$ cat config.mk
export PLATFORM = sky130hd
export DESIGN_NAME = sc_imem_loader
export DESIGN_NICKNAME = d
export VERILOG_FILES = /design/src/rtl/sc_imem_loader.sv
export SDC_FILE = /design/constraint.sdc
export NUM_CORES = 1
export LEC_CHECK = 0
export CAP_MARGIN = 20
export CORE_MARGIN = 3
export CORE_UTILIZATION = 40
export DETAILED_ROUTE_END_ITERATION = 8
export GPL_TIMING_DRIVEN = 1
export HOLD_SLACK_MARGIN = 0.06
export PLACE_DENSITY = 0.56
export SYNTH_ARGS = -nofsm -noshare
export SYNTH_HDL_FRONTEND = slang
export SYNTH_SLANG_ARGS = --single-unit
$ cat constraint.sdc
create_clock -name clock -period 3.05 [get_ports clock]
set_input_delay 0.4575 -clock clock [delete_from_list [all_inputs] [get_ports clock]]
set_output_delay 0.4575 -clock clock [all_outputs]
set_load 0.03 [all_outputs]
$ cat src/rtl/sc_imem_loader.sv
`default_nettype none
// ============================================================================
//  Module      : sc_imem_loader
//  Description : Serial program loader. Receives 8N1 UART frames
//                (A5, N, 4*N data bytes, XOR checksum) and writes 32-bit
//                little-endian words into instruction memory from address 0,
//                holding sc_cpu in reset while a load is in flight or failed.
//  Revision    : 1.0 - initial release
// ============================================================================
module sc_imem_loader #(
    parameter int CLKS_PER_BIT = 434,
    parameter int ADDR_W       = 6,
    parameter int TIMEOUT      = 500000
) (
    input  logic              clock,
    input  logic              resetn,
    input  logic              rxd,
    output logic              imem_we,
    output logic [ADDR_W-1:0] imem_addr,
    output logic [31:0]       imem_wdata,
    output logic              cpu_resetn,
    output logic              busy,
    output logic              load_ok,
    output logic              load_err
);

    localparam int c_CNT_W = $clog2(CLKS_PER_BIT);
    localparam int c_TO_W  = $clog2(TIMEOUT + 1);

    localparam logic [c_CNT_W-1:0] c_half_bit = c_CNT_W'(CLKS_PER_BIT / 2 - 1);
    localparam logic [c_CNT_W-1:0] c_full_bit = c_CNT_W'(CLKS_PER_BIT - 1);
    localparam logic [c_TO_W-1:0]  c_to_last  = c_TO_W'(TIMEOUT - 1);
    localparam logic [7:0]         c_header   = 8'hA5;

    // ------------------------------------------------------------------
    // UART receiver
    // ------------------------------------------------------------------
    typedef enum logic [1:0] {
        RX_IDLE  = 2'd0,
        RX_START = 2'd1,
        RX_DATA  = 2'd2,
        RX_STOP  = 2'd3
    } rx_state_t;

    rx_state_t          r_rx_state;
    rx_state_t          w_rx_next;
    logic               r_rxd_meta;
    logic               r_rxd_sync;
    logic               r_rxd_prev;
    logic [c_CNT_W-1:0] r_bit_cnt;
    logic [2:0]         r_bit_idx;
    logic [7:0]         r_shift;
    logic               r_byte_valid;
    logic               r_frame_err;
    logic               w_tick_half;
    logic               w_tick_full;

    assign w_tick_half = (r_bit_cnt == c_half_bit);
    assign w_tick_full = (r_bit_cnt == c_full_bit);

    // Two-flop synchronizer plus one delay stage for falling-edge detection.
    always_ff @(posedge clock or negedge resetn) begin
        if (!resetn) begin
            r_rxd_meta <= 1'b1;
            r_rxd_sync <= 1'b1;
            r_rxd_prev <= 1'b1;
        end else begin
            r_rxd_meta <= rxd;
            r_rxd_sync <= r_rxd_meta;
            r_rxd_prev <= r_rxd_sync;
        end
    end

    // Receiver state register.
    always_ff @(posedge clock or negedge resetn) begin
        if (!resetn) begin
            r_rx_state <= RX_IDLE;
        end else begin
            r_rx_state <= w_rx_next;
        end
    end

    // Receiver next state: start edge, mid-start validation, 8 bits, stop.
    always_comb begin
        w_rx_next = r_rx_state;
        case (r_rx_state)
            RX_IDLE:  if (r_rxd_prev && !r_rxd_sync) w_rx_next = RX_START;
            RX_START: if (w_tick_half) w_rx_next = r_rxd_sync ? RX_IDLE : RX_DATA;
            RX_DATA:  if (w_tick_full && (r_bit_idx == 3'd7)) w_rx_next = RX_STOP;
            RX_STOP:  if (w_tick_full) w_rx_next = RX_IDLE;
            default:  w_rx_next = RX_IDLE;
        endcase
    end

    // Bit timer, LSB-first shift register and byte/framing-error pulses.
    always_ff @(posedge clock or negedge resetn) begin
        if (!resetn) begin
            r_bit_cnt    <= '0;
            r_bit_idx    <= '0;
            r_shift      <= '0;
            r_byte_valid <= 1'b0;
            r_frame_err  <= 1'b0;
        end else begin
            r_byte_valid <= 1'b0;
            r_frame_err  <= 1'b0;
            case (r_rx_state)
                RX_IDLE: begin
                    r_bit_cnt <= '0;
                end
                RX_START: begin
                    if (w_tick_half) begin
                        r_bit_cnt <= '0;
                        r_bit_idx <= '0;
                    end else begin
                        r_bit_cnt <= r_bit_cnt + 1'b1;
                    end
                end
                RX_DATA: begin
                    if (w_tick_full) begin
                        r_bit_cnt <= '0;
                        r_bit_idx <= r_bit_idx + 1'b1;
                        r_shift   <= {r_rxd_sync, r_shift[7:1]};
                    end else begin
                        r_bit_cnt <= r_bit_cnt + 1'b1;
                    end
                end
                RX_STOP: begin
                    if (w_tick_full) begin
                        r_bit_cnt    <= '0;
                        r_byte_valid <= r_rxd_sync;
                        r_frame_err  <= ~r_rxd_sync;
                    end else begin
                        r_bit_cnt <= r_bit_cnt + 1'b1;
                    end
                end
                default: r_bit_cnt <= '0;
            endcase
        end
    end

    // ------------------------------------------------------------------
    // Frame parser / memory writer
    // ------------------------------------------------------------------
    typedef enum logic [1:0] {
        ST_IDLE  = 2'd0,
        ST_COUNT = 2'd1,
        ST_DATA  = 2'd2,
        ST_CHECK = 2'd3
    } ld_state_t;

    ld_state_t         r_state;
    ld_state_t         w_next;
    logic [8:0]        r_words_left;
    logic [1:0]        r_byte_idx;
    logic [23:0]       r_word;
    logic [7:0]        r_csum;
    logic [c_TO_W-1:0] r_idle_cnt;
    logic              w_header;
    logic              w_abort;
    logic              w_last_word;

    assign w_header    = r_byte_valid && (r_shift == c_header);
    assign w_abort     = (r_state != ST_IDLE) &&
                         (r_frame_err || (!r_byte_valid && (r_idle_cnt == c_to_last)));
    assign w_last_word = (r_state == ST_DATA) && r_byte_valid &&
                         (r_byte_idx == 2'd3) && (r_words_left == 9'd1);

    // Parser state register.
    always_ff @(posedge clock or negedge resetn) begin
        if (!resetn) begin
            r_state <= ST_IDLE;
        end else begin
            r_state <= w_next;
        end
    end

    // Parser next state; an abort overrides everything else.
    always_comb begin
        w_next = r_state;
        if (w_abort) begin
            w_next = ST_IDLE;
        end else begin
            case (r_state)
                ST_IDLE:  if (w_header) w_next = ST_COUNT;
                ST_COUNT: if (r_byte_valid) w_next = ST_DATA;
                ST_DATA:  if (w_last_word) w_next = ST_CHECK;
                ST_CHECK: if (r_byte_valid) w_next = ST_IDLE;
                default:  w_next = ST_IDLE;
            endcase
        end
    end

    // Word assembly, checksum, write strobe, address and status flags.
    always_ff @(posedge clock or negedge resetn) begin
        if (!resetn) begin
            imem_we      <= 1'b0;
            imem_addr    <= '0;
            imem_wdata   <= '0;
            cpu_resetn   <= 1'b1;
            busy         <= 1'b0;
            load_ok      <= 1'b0;
            load_err     <= 1'b0;
            r_words_left <= '0;
            r_byte_idx   <= '0;
            r_word       <= '0;
            r_csum       <= '0;
            r_idle_cnt   <= '0;
        end else begin
            imem_we <= 1'b0;
            // Address advances the cycle after each strobe.
            if (imem_we) begin
                imem_addr <= imem_addr + 1'b1;
            end
            if ((r_state == ST_IDLE) || r_byte_valid) begin
                r_idle_cnt <= '0;
            end else begin
                r_idle_cnt <= r_idle_cnt + 1'b1;
            end

            if (w_abort) begin
                load_err   <= 1'b1;
                busy       <= 1'b0;
                cpu_resetn <= 1'b0;
            end else begin
                case (r_state)
                    ST_IDLE: begin
                        if (w_header) begin
                            busy       <= 1'b1;
                            cpu_resetn <= 1'b0;
                            load_ok    <= 1'b0;
                            load_err   <= 1'b0;
                            imem_addr  <= '0;
                            r_csum     <= '0;
                            r_byte_idx <= '0;
                        end
                    end
                    ST_COUNT: begin
                        if (r_byte_valid) begin
                            // A count of zero stands for 256 words.
                            r_words_left <= (r_shift == 8'd0) ? 9'd256 : {1'b0, r_shift};
                        end
                    end
                    ST_DATA: begin
                        if (r_byte_valid) begin
                            r_csum     <= r_csum ^ r_shift;
                            r_byte_idx <= r_byte_idx + 1'b1;
                            r_word     <= {r_shift, r_word[23:8]};
                            if (r_byte_idx == 2'd3) begin
                                imem_we      <= 1'b1;
                                imem_wdata   <= {r_shift, r_word};
                                r_words_left <= r_words_left - 1'b1;
                            end
                        end
                    end
                    ST_CHECK: begin
                        if (r_byte_valid) begin
                            busy <= 1'b0;
                            if (r_shift == r_csum) begin
                                load_ok    <= 1'b1;
                                cpu_resetn <= 1'b1;
                            end else begin
                                load_err <= 1'b1;
                            end
                        end
                    end
                    default: ;
                endcase
            end
        end
    end

endmodule
`default_nettype wire

## Yosys cells after proc, flatten, opt, wreduce, memory -nomap -nowiden

Index checks and enable logic that the tools add are counted.

| word-level totals | value |
|---|---|
| flip-flop bits (word level) | 134 |
| word-level logic and storage cells | 151 |
| output and inout bits | 43 |
| input port bits | 3 |

| cells by class | value |
|---|---|
| add/sub/neg operators | 6 |
| reductions and logical operators | 34 |
| bitwise gates (word level) | 3 |
| equality and inequality tests | 31 |
| mux-type cells | 55 |

Operators with widths:

| kind | count |
|---|---|
| 2-to-1 mux 9 bit | 6 |
| one-hot mux 9 bit (3 select lines) | 1 |
| 2-to-1 mux 2 bit | 12 |
| 2-to-1 mux 6 bit | 4 |
| AND reduction 4 bit | 6 |
| != test 2 bit (second input constant) | 10 |
| adder 19 x 1 -> 19 bit (second input constant) | 1 |
| == test 19 bit (second input constant) | 1 |
| 2-to-1 mux 19 bit | 1 |
| 2-to-1 mux 1 bit | 18 |
| != test 3 bit (second input constant) | 6 |
| one-hot mux 9 bit (2 select lines) | 1 |
| 2-to-1 mux 8 bit | 2 |
| one-hot mux 2 bit (4 select lines) | 2 |
| one-hot mux 8 bit (2 select lines) | 1 |
| == test 2 bit (second input constant) | 5 |
| AND reduction 5 bit | 2 |
| nonzero test 2 bit | 5 |
| adder 9 x 1 -> 9 bit (second input constant) | 1 |
| == test 9 x 1 -> 1 bit (second input constant) | 1 |
| == test 9 x 8 -> 1 bit (second input constant) | 1 |
| == test 9 bit (second input constant) | 1 |
| AND reduction 3 bit | 3 |
| subtractor 9 x 1 -> 9 bit (second input constant) | 1 |
| other kinds (22) | 37 |

## Logic depth before layout (Yosys ltp)

Gate-level depths: netlist (run 1).

| depth | value |
|---|---|
| depth in word-level cells | 7 |
| depth in mapped cells | 8 |
| depth with buffers taken out | 7 |

## Worst setup path before layout (run 1)

OpenSTA, ideal clock, no wires.

| timing path | value |
|---|---|
| path type | flip-flop to flip-flop |
| start | register r_shift[1] |
| end | register r_csum[0] |
| clock period less this slack | 2.335 ns |
| data required time | 2.924 ns |
| cell stages (with the launch flop) | 8 |
| arrival | 2.209 ns |
| path slack | 0.715 ns |
| buffers on the path | 3 |
| setup time | 0.126 ns |
| path through | dfrtp_1 buf_6 or4_4 or4_4 buf_6 o41a_4 buf_6 a221o_1 |

| on the way | value |
|---|---|
| word-level cells in the longest chain between the ends | 4 |

Ends and longest elaborated chain:

| element | RTL line | source |
|---|---|---|
| start, declared | 52 | `logic [7:0] r_shift;` |
| start signal, assigned | 122 | `r_shift <= {r_rxd_sync, r_shift[7:1]};` |
| == test 8 bit | 162 | `assign w_header = r_byte_valid && (r_shift == c_header);` |
| logical AND 1 bit | 162 |  |
| != test 2 bit (no line) | - |  |
| AND reduction 4 bit (no line) | - |  |
| end signal, assigned | 245 | `r_csum <= r_csum ^ r_shift;` |
| end, declared | 156 | `logic [7:0] r_csum;` |

No other way between the ends.
A chain may end at the register's enable or synchronous reset.

## Final worst setup path (run 1)

| timing path | value |
|---|---|
| start | register r_state[0] |
| end | register r_byte_idx[0] |

| on the way | value |
|---|---|
| word-level cells in the longest chain between the ends | 4 |
| elaborated cells on any way between the ends | 10 |
| classes of those cells | 3 x eq/ne; 1 x mux; 1 x bitwise; 5 x reduce/logical |

Ends and longest elaborated chain:

| element | RTL line | source |
|---|---|---|
| start, declared | 151 | `ld_state_t r_state;` |
| start signal, assigned | 173 | `r_state <= w_next;` |
| parallel branches: the longest is 4 deep, another holds AND reduction 4 bit | - |  |
| end signal, assigned | 246 | `r_byte_idx <= r_byte_idx + 1'b1;` |
| end, declared | 154 | `logic [1:0] r_byte_idx;` |

Parallel ways; which one is timed is not known.

==> results.md, run 1 <==
* Cell Rows at 44
* Post-DP HPWL at 8.659 mm
* RePlAce Congestion at 0.7929
* Final worst-path cycle share at 80.05%
* Total negative slack at 0 ns
* EDFF count, synth at 0
* Area of the multi-input gates at 2671 sq um
* Tmin final at 2.442 ns
* Seq/Total Area, Yosys at 54.07%
* Startpoint Class: flip-flop
* Netlist Area Pre-Place at 6211 sq um
* Largest net degree at the start of global routing at 68
* Ys flop type: dfrtp_1
* Peak supply drop at 0.0003779 V
* ANT cells at 0
* Async SR Flop Fraction at 100.0%
* CP bufs+invs at 2
* Clock root cell: clkbuf_16
* H-tree levels at 4
* PnR Total Power at 4.011 mW
* Cells after synthesis at 577
* Final Net Count at 649
* IO buf count at 45
* Sink Count at 134
* Clock transition at path regs at 0.06 ns
* Initial DRC Count at 337
* Synthesis-to-finish area growth at 20.39%
* Slew Limit Headroom at 57.97%
* Req. time, crit path at 3.41 ns
* Kind of cell adding the most delay to the critical path: simple AND/OR/NAND/NOR gates
* Outcome: finished, final reports clean
* Critical Path AT at 2.80 ns
* First-pass GRT wire length at 21.74 mm
* Vias in the first global route at 4254
* Final setup viols at 0
* Layout cell share with drive strength beyond 1 at 16.46%
* Die Ht at 130.6 microns
* First drt pass iteration count at 4
* Register area at 3358 sq um
* Fmax at 409.6 MHz
* DP Cell Count at 795
* Most frequent CP cell: inv_1
* Routed wire length at 12.87 mm
* DR DRC count at 0
* RSZ-0062 raised after global routing: no
* Num CTS Buffers at 17
* Fill cells at 1338
* Crit. path cell count at 6
* Post-Route Skew at 0.01181 ns
* Clk_lat worst skew at 0.42 ns
* Die footprint at 17060 sq um
* CP Capture Type: flip-flop
* Syn Area/Cell at 10.76 sq um
* Avg WL per Cell at 15.54 microns
* Synth warn at 0
* Pre-CTS setup slack at 0.6503 ns
* Resized cells post-CTS at 0
* Grt ovf at 0
* GRT Overall Usage at 16.23%
* Core area at 14860 sq um
* Vias per cell at 5.300
* Worst-Margin Slew at 0.6304 ns
* Initial antenna violation count at 0
* Critical path's slowest cell: or4_4
* Antenna-violating nets left at 0
* Leakage at 3.503 nW
* Non-Filler Instances at 828
* Hold-fix buffers, CTS at 1
* Vias at 4388
* Utilization after layout at 50.30%
* TritonCTS clock tree: built
* Largest stage delay on the critical path at 0.66 ns
* Setup ws final at 0.6084 ns
* Synthesized net count at 595
* Final Hold Viols at 0
* Slew Limit Fails at 0
* PwrDens at 536.5 nW/um^2
* R2r worst-path depth at 6
* Clock Tree Buf Depth at 2
* Post-CTS setup buffer count at 0
* Io pins at 46
* Crit Path Class: flip-flop to flip-flop
* Die width at 130.6 microns
* Worst hold-check path type: flip-flop to flip-flop
* Yosys reg bits at 134
* Crit Path Max Fanout at 10
* CP cell instances: inv_1, ha_1, inv_1, or4_4, a21oi_2, mux2_2
* Starting density of the core at 41.78%
* Max_cap viols at 0
* Hold Path Stages at 0
* Count of cell types in the netlist at 58
## flip-flops by register name (all words and copies together), names as in the netlist, named ones only
register	flops
r_rxd_sync	1
r_bit_cnt	9
r_word	24
busy	1
r_state	2
r_csum	8
load_err	1
r_byte_valid	1
imem_we	1
r_shift	8
r_words_left	9
r_byte_idx	2
load_ok	1
r_rx_state	1
imem_addr	6
r_bit_idx	3
imem_wdata	32
r_rxd_prev	1
r_idle_cnt	19
cpu_resetn	1
r_frame_err	1
r_rxd_meta	1
## path summary, 6_finish.rpt
path,startpoint,slack (ns),end
max,r_state[0],0.61,r_byte_idx[0]
min,r_rxd_meta,0.36,r_rxd_sync
max reg2reg,r_state[0],0.61,r_byte_idx[0]
min reg2reg,r_rxd_meta,0.36,r_rxd_sync
max in group asynchronous,resetn,1.62,cpu_resetn
min in group asynchronous,resetn,0.59,r_idle_cnt[8]
## area by class of cell
class                   instances  share of cell area (%)
clock buffers                  17                   5.689
flip-flops and latches        134                   44.91
inverters                      17                  0.8534
well taps                     184                   3.079
clock inverters                15                   2.159
multi-input cells             401                   35.73
repair buffers                 60                   7.580
## where the power goes
group | internal [mW] | switching [mW]
Clock | 1.16 | 0.853
Sequential | 1.81 | 0.0453
Combinational | 0.0543 | 0.0828
Total | 3.03 | 0.981
## cells in the mapped netlist (all sizes together) (2+ instances only)
cell type | count | area share, %
o21ai | 10 | 0.81
xnor2 | 19 | 2.7
nor4bb | 3 | 0.48
a21oi | 20 | 1.7
a211oi | 2 | 0.24
a221oi | 2 | 0.28
xor2 | 16 | 2.3
dfrtp | 130 | 52
and3 | 3 | 0.30
nand2b | 3 | 0.30
nand4 | 10 | 1.0
clkbuf | 15 | 0.91
a221o | 9 | 1.5
nor2 | 52 | 3.1
or4 | 5 | 0.73
nor4b | 2 | 0.28
nand3b | 10 | 1.2
nor2b | 9 | 0.91
nand3 | 16 | 1.3
nand2 | 93 | 5.6
ha | 15 | 3.0
and2 | 3 | 0.30
o31ai | 4 | 0.56
mux2 | 46 | 8.3
and2b | 2 | 0.24
buf | 10 | 1.0
a31oi | 4 | 0.40
nor3 | 7 | 0.56
inv | 16 | 0.97
dfstp | 4 | 1.7
mux2i | 3 | 0.48
or3 | 4 | 0.40
nor4 | 6 | 0.60
o22a | 4 | 0.56
a22o | 4 | 0.58
## placed cells by master, fill, tap and decap left out, drive strengths merged, types with 4 or more instances in the layout
cell type / count
nand3b: 10
nor2b: 9
buf: 15
or3: 4
a221o: 9
dfrtp: 130
nand2: 93
nand4: 10
xor2: 16
a21oi: 20
clkdlybuf4s50: 44
a31oi: 4
mux2: 46
nor3: 7
dfstp: 4
o21ai: 10
ha: 15
nor2: 52
xnor2: 19
nand3: 16
nor4: 6
inv: 25
o31ai: 4
a22o: 4
clkbuf: 17
o22a: 4
or4: 5
clkinv: 6
## layer usage
layer	track usage (%)	share of wire [%]	up-vias
met2	24.26	45	77
met5	0	0	-
met3	4.512	4.0	13
met1	22.87	50	2178
met4	5.445	1.1	0
li1	-	-	2120
## cells by family (layout without fill, tap and decap cells)
logic type,count (synthesis),count (layout),synth area share [%]
AO/OA/AOI/OAI,70,70,8.240
multiplexers,49,49,8.824
AND/OR/NAND/NOR,232,232,17.95
adder cells (fa/ha/maj),15,15,3.022
buffers and inverters,42,109,2.961
XOR/XNOR,35,35,4.935
flip-flops,134,134,54.07
## stage by stage
stage	instance area, sq um	hold WS [ns]
finish	7477	0.3623
global route	7477	0.3697
CTS	7477	0.3640
detailed placement	6880	0.3537
global placement	6880	0.3541
floorplan	6211	0.1619
No activity file was read; power rests on OpenSTA's default activity.
==> run 2, diff against run 1 <==
--- a/config.mk
+++ b/config.mk
@@ -11,7 +11,7 @@
 export DETAILED_ROUTE_END_ITERATION = 8
 export GPL_TIMING_DRIVEN = 1
 export HOLD_SLACK_MARGIN = 0.06
-export PLACE_DENSITY = 0.56
+export PLACE_DENSITY = 0.58
 export SYNTH_ARGS = -nofsm -noshare
 export SYNTH_HDL_FRONTEND = slang
 export SYNTH_SLANG_ARGS = --single-unit
==> constraint.sdc (replaced) <==
create_clock -name clock -period 2 [get_ports clock]
set_input_delay 0.3 -clock clock [delete_from_list [all_inputs] [get_ports clock]]
set_output_delay 0.3 -clock clock [all_outputs]
set_load 0.03 [all_outputs]
==> results.md, run 2 (synthesized netlist as in run 1, its figures left out) <==
* Outcome: complete, but fails checks
* Failing checks: setup timing
* Leakage at 3.836 nW
* Sink Count at 134
* Worst-Margin Slew at 0.4771 ns
* Max_cap viols at 0
* Final Net Count at 701
* Final Hold Viols at 0
* Initial antenna violation count at 0
* Avg WL per Cell at 15.71 microns
* PwrDens at 755.0 nW/um^2
* CP cell instances: or4_4, or4_4, o41a_4, a221o_1
* RSZ-0062 raised after global routing: yes
* Post-Route Skew at 0.01276 ns
* Crit Path Class: flip-flop to flip-flop
* Largest registers: imem_wdata: 32 flops, r_word: 24 flops, r_idle_cnt: 19 flops
* Tmin final at 2.053 ns
* Synthesis-to-finish area growth at 30.26%
* Final worst-path cycle share at 102.7%
* Peak supply drop at 0.0005454 V
* IO buf count at 45
* Post-DP HPWL at 9.408 mm
* Utilization after layout at 54.43%
* Largest net degree at the start of global routing at 50
* Clk_lat worst skew at 0.42 ns
* Vias at 4609
* DR DRC count at 0
* Startpoint Class: flip-flop
* Final setup viols at 8
* Largest register FFs at 32
* CP Capture Type: flip-flop
* DP Cell Count at 843
* Die footprint at 17060 sq um
* Req. time, crit path at 2.29 ns
* Num CTS Buffers at 17
* Setup ws final at -0.05325 ns
* Reg2reg end: r_csum[1]
* Reg-to-Reg Start: r_shift[4]
* Hold Path Stages at 1
* Worst hold-check path type: primary input to flip-flop
* Antenna-violating nets left at 0
* RePlAce Congestion at 0.8729
* First drt pass iteration count at 4
* GRT Overall Usage at 17.23%
* Cell Rows at 44
* Die width at 130.6 microns
* Critical path's slowest cell: or4_4
* Clock root cell: clkbuf_16
* Fill cells at 1271
* Starting density of the core at 41.78%
* Critical Path AT at 2.35 ns
* Non-Filler Instances at 880
* ANT cells at 0
* Layout cell share with drive strength beyond 1 at 25.86%
* Vias in the first global route at 4669
* Grt ovf at 0
* CP bufs+invs at 0
* Worst hold slack at 0.2914 ns
* Kind of cell adding the most delay to the critical path: simple AND/OR/NAND/NOR gates
* Die Ht at 130.6 microns
* Core area at 14860 sq um
* Clock transition at path regs at 0.06 ns
* Total negative slack at -0.3028 ns
* Slew Limit Fails at 0
* TritonCTS clock tree: built
* Most frequent CP cell: or4_4
* H-tree levels at 4
* Initial DRC Count at 254
* Fmax at 487.0 MHz
* Hold path endpoint: r_rxd_meta
* Hold path startpoint: rxd
* Most common cell after layout, fill and taps aside: dfrtp_1
* Largest stage delay on the critical path at 0.57 ns
* Slew Limit Headroom at 67.90%
* Vias per cell at 5.238
* Io pins at 46
* Most frequent cells in the layout: 130 x dfrtp_1, 92 x nand2_1, 61 x buf_4
* Crit Path Max Fanout at 5
* Reg2reg setup slack at -0.05 ns
* Top reg by flops: imem_wdata
* R2r worst-path depth at 4
* Clock Tree Buf Depth at 2
* Routed wire length at 13.83 mm
* First-pass GRT wire length at 23.18 mm
## run 2: cell types whose count changed in the layout (fill, tap and decap cells not counted), sizes merged
cell	delta
buf	+51
clkinv	+3
bufinv	+1
clkinvlp	+2
o41a	+1
clkbuf	+2
inv	-8
## run 2: stage by stage
stage | cell area [sq um] | power (mW) | worst slack [ns]
floorplan | 6242 | 2.996 | -0.2406
global placement | 7298 | 3.121 | -0.01694
detailed placement | 7298 | 3.136 | -0.09866
CTS | 7958 | 6.186 | -0.03676
global route | 8090 | 6.359 | -0.07719
finish | 8090 | 6.108 | -0.05325
## run 2: layout make-up
cell class,count,area [sq um],area share (%)
Clock inverter,13,131.4,1.624
Clock buffer,19,442.9,5.475
Tap cell,184,230.2,2.846
Inverter,17,66.31,0.8197
Multi-Input combinational cell,402,2870,35.48
Sequential cell,134,3358,41.51
Timing Repair Buffer,111,991.0,12.25
## run 2: what timing repair did
item,in CTS,in global routing
pin swaps,2,6
gates cloned,1,0
hold endpoints to repair,46,0
hold buffers,1,0
setup endpoints to repair,36,74
buffers inserted,1,2
resized for setup,9,24
## run 2: worst max-delay path by stage
stage                              from        end  cells after the start
after global routing         r_shift[4]  r_csum[1]                      4
after CTS                    r_shift[4]    load_ok                      5
after detailed placement  r_idle_cnt[7]    load_ok                      6
after global placement       r_shift[4]    load_ok                      5
after floorplan              r_shift[4]  r_csum[6]                      7
final                        r_shift[4]  r_csum[1]                      4
## run 2: where the power goes
group | switching [mW] | internal, mW | total, mW
Clock | 1.16 | 1.86 | 3.02
Sequential | 0.0536 | 2.77 | 2.82
Combinational | 0.150 | 0.115 | 0.265
## run 2: layer usage
metal / global-route usage (%) / vias up / wire (microns)
met4: 5.808 / 0 / 170
met2: 27.38 / 53 / 6744
li1: - / 2226 / -
met1: 23.29 / 2316 / 6508
met3: 4.146 / 14 / 406
met5: 0 / - / 0
==> run 3, diff against run 2 <==
--- a/config.mk
+++ b/config.mk
@@ -6,12 +6,13 @@
 export NUM_CORES = 1
 export LEC_CHECK = 0
 export CAP_MARGIN = 20
-export CORE_MARGIN = 3
+export CORE_MARGIN = 2
 export CORE_UTILIZATION = 40
 export DETAILED_ROUTE_END_ITERATION = 8
 export GPL_TIMING_DRIVEN = 1
 export HOLD_SLACK_MARGIN = 0.06
 export PLACE_DENSITY = 0.58
+export SLEW_MARGIN = 10
 export SYNTH_ARGS = -nofsm -noshare
 export SYNTH_HDL_FRONTEND = slang
 export SYNTH_SLANG_ARGS = --single-unit
==> results.md, run 3 (synthesized netlist as in run 1, its figures left out) <==
* Fmax at 483.2 MHz
* Clock Tree Buf Depth at 2
* CP Capture Type: flip-flop
* Reg2reg setup slack at -0.07 ns
* Initial antenna violation count at 0
* Vias per cell at 5.176
* ANT cells at 0
* Critical Path AT at 2.37 ns
* Starting density of the core at 40.86%
* Routed wire length at 13.77 mm
* Max_cap viols at 0
* Final Hold Viols at 0
* Failing checks: setup timing
* Final Net Count at 707
* Slew Limit Headroom at 67.92%
* Reg-to-Reg Start: r_shift[4]
* Most frequent cells in the layout: 130 x dfrtp_1, 93 x nand2_1, 65 x buf_4
* Hold path endpoint: r_rxd_meta
* Die footprint at 16540 sq um
* Core area at 15200 sq um
* Largest register FFs at 32
* Io pins at 46
* Utilization after layout at 53.76%
* Antenna-violating nets left at 0
* DR DRC count at 0
* GRT Overall Usage at 17.92%
* Vias at 4607
* DP Cell Count at 848
* Top reg by flops: imem_wdata
* Largest net degree at the start of global routing at 47
* Peak supply drop at 0.0005758 V
* Cell Rows at 45
* Die width at 128.6 microns
* First-pass GRT wire length at 23.45 mm
* Clk_lat worst skew at 0.42 ns
* Hold Path Stages at 1
* Crit Path Class: flip-flop to flip-flop
* Largest registers: imem_wdata: 32 flops, r_word: 24 flops, r_idle_cnt: 19 flops
* Setup ws final at -0.06953 ns
* Reg2reg end: r_csum[6]
* Startpoint Class: flip-flop
* Synthesis-to-finish area growth at 31.59%
* Die Ht at 128.6 microns
* Req. time, crit path at 2.30 ns
* Post-route cell area at 8173 sq um
* Post-Route Skew at 0.008054 ns
* H-tree levels at 4
* Final worst-path cycle share at 103.5%
* Outcome: complete, but fails checks
* Hold path startpoint: rxd
* Clock transition at path regs at 0.06 ns
* Fill cells at 1307
* Non-Filler Instances at 890
* IO buf count at 45
* Slew Limit Fails at 0
* R2r worst-path depth at 4
* PwrDens at 748.9 nW/um^2
* TritonCTS clock tree: built
* Pre-CTS setup slack at -0.1212 ns
* Worst hold-check path type: primary input to flip-flop
* RePlAce Congestion at 0.7947
* First drt pass iteration count at 4
* RSZ-0062 raised after global routing: yes
* Layout cell share with drive strength beyond 1 at 26.07%
* Total negative slack at -0.3678 ns
* Grt ovf at 0
* Worst-Margin Slew at 0.4768 ns
* Initial DRC Count at 245
* Most common cell after layout, fill and taps aside: dfrtp_1
* Sink Count at 134
* Leakage at 3.866 nW
* Final setup viols at 10
* Area after DPL at 7323 sq um
* Avg WL per Cell at 15.48 microns
* Clock root cell: clkbuf_16
* Crit Path Max Fanout at 5
* Post-DP HPWL at 9.155 mm
* Num CTS Buffers at 17
* Tmin final at 2.070 ns
* Vias in the first global route at 4755
[run 3: power breakdown]
| group | switching [mW] | internal (mW) |
|---|---|---|
| registers | 0.0449 | 2.77 |
| logic | 0.159 | 0.127 |
| clock network | 1.23 | 1.80 |
| total | 1.43 | 4.69 |
[run 3: how the worst max path moves through the flow]
stage,endpoint,startpoint,depth (start not counted)
2_1_floorplan,r_csum[6],r_shift[4],7
3_3_place_gp,r_byte_idx[0],r_shift[4],4
3_5_place_dp,r_csum[1],r_shift[4],4
4_1_cts,r_csum[0],r_shift[4],4
5_1_grt,r_csum[1],r_idle_cnt[6],7
6_report,r_csum[6],r_shift[4],4
[run 3: routing by layer]
metal	vias to the layer above	wire length [microns]	GRT usage [%]
met5	-	0	0
met4	0	230	6.586
met3	15	369	4.116
met2	60	6626	28.88
met1	2288	6546	23.84
li1	2244	-	-
[run 3: critical path: stages (launching register included)]
cell     delay (ns)
dfrtp_1        0.38
or4_4          0.58
or4_4          0.48
o41a_4         0.16
a221o_1        0.36
[run 3: through the flow]
stage | total power, mW | hold WS (ns)
global route | 6.372 | 0.2805
CTS | 6.172 | 0.2708
floorplan | 2.996 | 0.004409
detailed placement | 3.147 | 0.2718
global placement | 3.136 | 0.2653
finish | 6.120 | 0.2860
[run 3: layout make-up]
class,instances,area [sq um],share of cell area (%)
multi-input cells,403,2895,35.43
clock buffers,20,456.7,5.588
flip-flops and latches,134,3358,41.09
inverters,17,66.31,0.8114
repair buffers,116,1041,12.74
well taps,188,235.2,2.878
clock inverters,12,120.1,1.470
[run 3: what timing repair did]
| item | CTS | global route |
|---|---|---|
| endpoints found under the hold margin | 40 | 0 |
| gates cloned | 2 | 1 |
| gates resized for setup | 23 | 12 |
| endpoints found under the setup margin | 65 | 50 |
| hold buffers | 1 | 0 |
| pin swaps | 3 | 11 |
| setup buffers | 4 | 4 |
==> RTL change (config.mk and constraints of run 3) <==
Set the parameter `TIMEOUT` to 125000 (it was 500000).
--- a/src/rtl/sc_imem_loader.sv
+++ b/src/rtl/sc_imem_loader.sv
@@ -10,7 +10,7 @@
 module sc_imem_loader #(
     parameter int CLKS_PER_BIT = 434,
     parameter int ADDR_W       = 6,
-    parameter int TIMEOUT      = 500000
+    parameter int TIMEOUT      = 125000
 ) (
     input  logic              clock,
     input  logic              resetn,
Check against the original RTL: no difference found for any inputs over 10 cycles, from zero or initial values and one cycle with resetn low; that may be too few to reach the edited logic, so the function may still have changed.
==> RTL change against run 3 <==
- the run still ends with setup timing left
- sequential cell count fell by 2
- routed wire length fell by 8.5%
- setup slack improved by 0.011 ns
- die area fell by 3.1%
- synthesized area fell by 3.2%
- power rose by 7.7%
- sequential share of layout area fell by 0.72 points
- cell area rose by 0.28%
- maximum frequency rose by 0.53%
- clock skew fell by 0.0026 ns
- non-clock buffer count fell by 3
- highest routed layer unchanged
==> RTL change: results (changes against run 3) <==
HP Class: in -> reg
Final Non-Filler Cells: 826 (-7.2%)
Detailed Routing Iterations Pass 1: 4 (unchanged)
Final setup vio count: 33 (+23)
Hold Path End: r_rxd_meta$_DFF_PN1_
Initial antenna violation count: 0 (unchanged)
CTS max path bufs: 2 (unchanged)
Top cells by area, synth: dfrtp_1 (53%), mux2_2 (12%), ha_1 (3.1%), nor2_1 (2.9%), o21ai_0 (2.5%)
Final WS setup: -0.0586 ns (+0.0109 ns)
Routed WL: 12600 microns (-8.5%)
Final TNS setup: -1.37 ns (-1.00 ns)
CP max FO: 7 (+2)
Worst R2R End: imem_wdata[6]$_DFFE_PN0P_
Measured slew at the worst slew-check pin: 0.509 ns (+0.0322 ns)
Global Route Usage Sum: 16.8% (-1.2 points)
Syn nets: 540 (-9.2%)
Syn. warnings: 0 (unchanged)
TritonCTS Buffers: 17 (unchanged)
Worst Setup Path Type: reg -> reg
Hpwl dp: 8420 microns (-8.1%)
Cells after synthesis: 522 (-9.5%)
First-pass GRT wire length: 21600 microns (-7.9%)
Clk_lat worst skew: 0.42 ns (about the same)
Largest net degree at the start of global routing: 56 (+19%)
Share of cells above drive strength 1: 31.8% (+5.7 points)
N_diodes: 0 (unchanged)
Worst r2r src: r_idle_cnt[9]$_DFF_PN0_
FF-to-FF path depth: 6 (+2)
Final Skew: 0.00544 ns (-0.00261 ns)
Filler instances: 1215 (-7.0%)
Clock-pin slew on the worst setup and hold paths: 0.06 ns (about the same)
HP Start: rxd
Root Driver: clkbuf_16
Distinct cell type count after synthesis: 54 (-6.9%)
Nets: 647 (-8.5%)
Failing checks: setup timing
Worst ir drop on vdd: 599 uV (+4.0%)
Place WS: -0.105 ns (+0.0165 ns)
Hold Path Depth: 1 (unchanged)
Vias in the first global route: 4373 (-8.0%)
Port-buffer cells: 45 (unchanged)
WP data arrival: 2.36 ns
Routed via count: 4257 (-7.6%)
Placed cell count: 786 (-7.3%)
Post-synthesis sequential area ratio: 55.0% (+0.95 points)
Run status: finished with violations
Leakage: 3.80 nW (-1.7%)
Biggest regs: imem_wdata (32), r_word (24), r_idle_cnt (17)
Synth top cells by count: dfrtp_1 (128), mux2_2 (65), nor2_1 (47)
Post-DP Area: 0.00727 sq mm (-0.79%)
GP Congestion: 0.798 (+0.36%)
Async S/R FF share, synth: 100% (unchanged)
Hold_ws: 0.291 ns (+0.00494 ns)
Iter 0 DRT Violations: 253 (+3.3%)
CTS H-tree lvls: 4 (unchanged)
RTL change: cell count changes after synthesis, sizes merged, moves of 5 or more:
cell | run 3 | this run
o21ai | 10 | 30
nand2b | 3 | 14
o22ai | 1 | 7
nand3 | 16 | 23
o211ai | 0 | 5
nand2 | 93 | 24
mux2 | 46 | 67
a221o | 9 | 0
nor2b | 9 | 3
nand3b | 10 | 1
RTL change: where the power goes:
group	total (mW)	switching (mW)	leakage (nW)	internal, mW
clock network	3.28	1.16	0.308	2.12
logic	0.443	0.232	1.68	0.210
registers	2.87	0.110	1.81	2.76
total	6.59	1.50	3.80	5.10
RTL change: kinds of logic after synthesis:
logic type | after synthesis | share of synthesized area [%]
simple gates | 157 | 13.6
flops | 132 | 55.0
compound gates | 79 | 7.78
mux | 70 | 13.0
buf+inv | 39 | 3.04
xor+xnor | 30 | 4.37
fa+ha+maj | 15 | 3.12
RTL change: worst max-delay path by stage:
| stage | cells past startpoint | from | endpoint | slack, ns |
|---|---|---|---|---|
| floorplan | 6 | r_shift[4]$_DFFE_PN0P_ | r_csum[2]$_DFFE_PN0P_ | -0.11 |
| global placement | 7 | r_words_left[5]$_DFFE_PN0P_ | r_state[1]$_DFFE_PN0P_ | -0.07 |
| detailed placement | 7 | r_words_left[5]$_DFFE_PN0P_ | r_state[0]$_DFFE_PN0P_ | -0.10 |
| CTS | 6 | r_idle_cnt[9]$_DFF_PN0_ | imem_wdata[6]$_DFFE_PN0P_ | -0.07 |
| global route | 5 | r_shift[4]$_DFFE_PN0P_ | r_csum[2]$_DFFE_PN0P_ | -0.14 |
| finish | 6 | r_idle_cnt[9]$_DFF_PN0_ | imem_wdata[6]$_DFFE_PN0P_ | -0.06 |
RTL change: layer usage:
layer	vias up	global-route usage [%]	wire length [microns]
met2	84	27.0	6240
met4	0	6.72	235
met1	2078	22.0	5670
li1	2073	-	-
met3	22	3.84	457
met5	-	0	0
RTL change: worst max-delay path, cell delays in order (launching register included):
cell and delay, ns:
dfrtp_1 0.38, or4b_4 0.55, nor3_4 0.25, a21oi_4 0.09
nand3_4 0.18, buf_8 0.17, mux2_4 0.30
RTL change: what timing repair did:
| item | CTS | global route |
|---|---|---|
| gates cloned | 1 | 1 |
| buffers inserted | 1 | 4 |
| setup endpoints to repair | 50 | 63 |
| hold buffers | 1 | 0 |
| pin swaps | 6 | 3 |
| endpoints found under the hold margin | 36 | 0 |
| resized for setup | 15 | 49 |
RTL change: layout make-up:
cell class | instances | area [sq um] | share of cell area, %
clock buffers | 20 | 447 | 5.45
clock inverters | 12 | 179 | 2.18
inverters | 14 | 52.6 | 0.641
multi-input cells | 351 | 2880 | 35.1
flip-flops and latches | 132 | 3310 | 40.4
well taps | 184 | 230 | 2.81
repair buffers | 113 | 1100 | 13.5
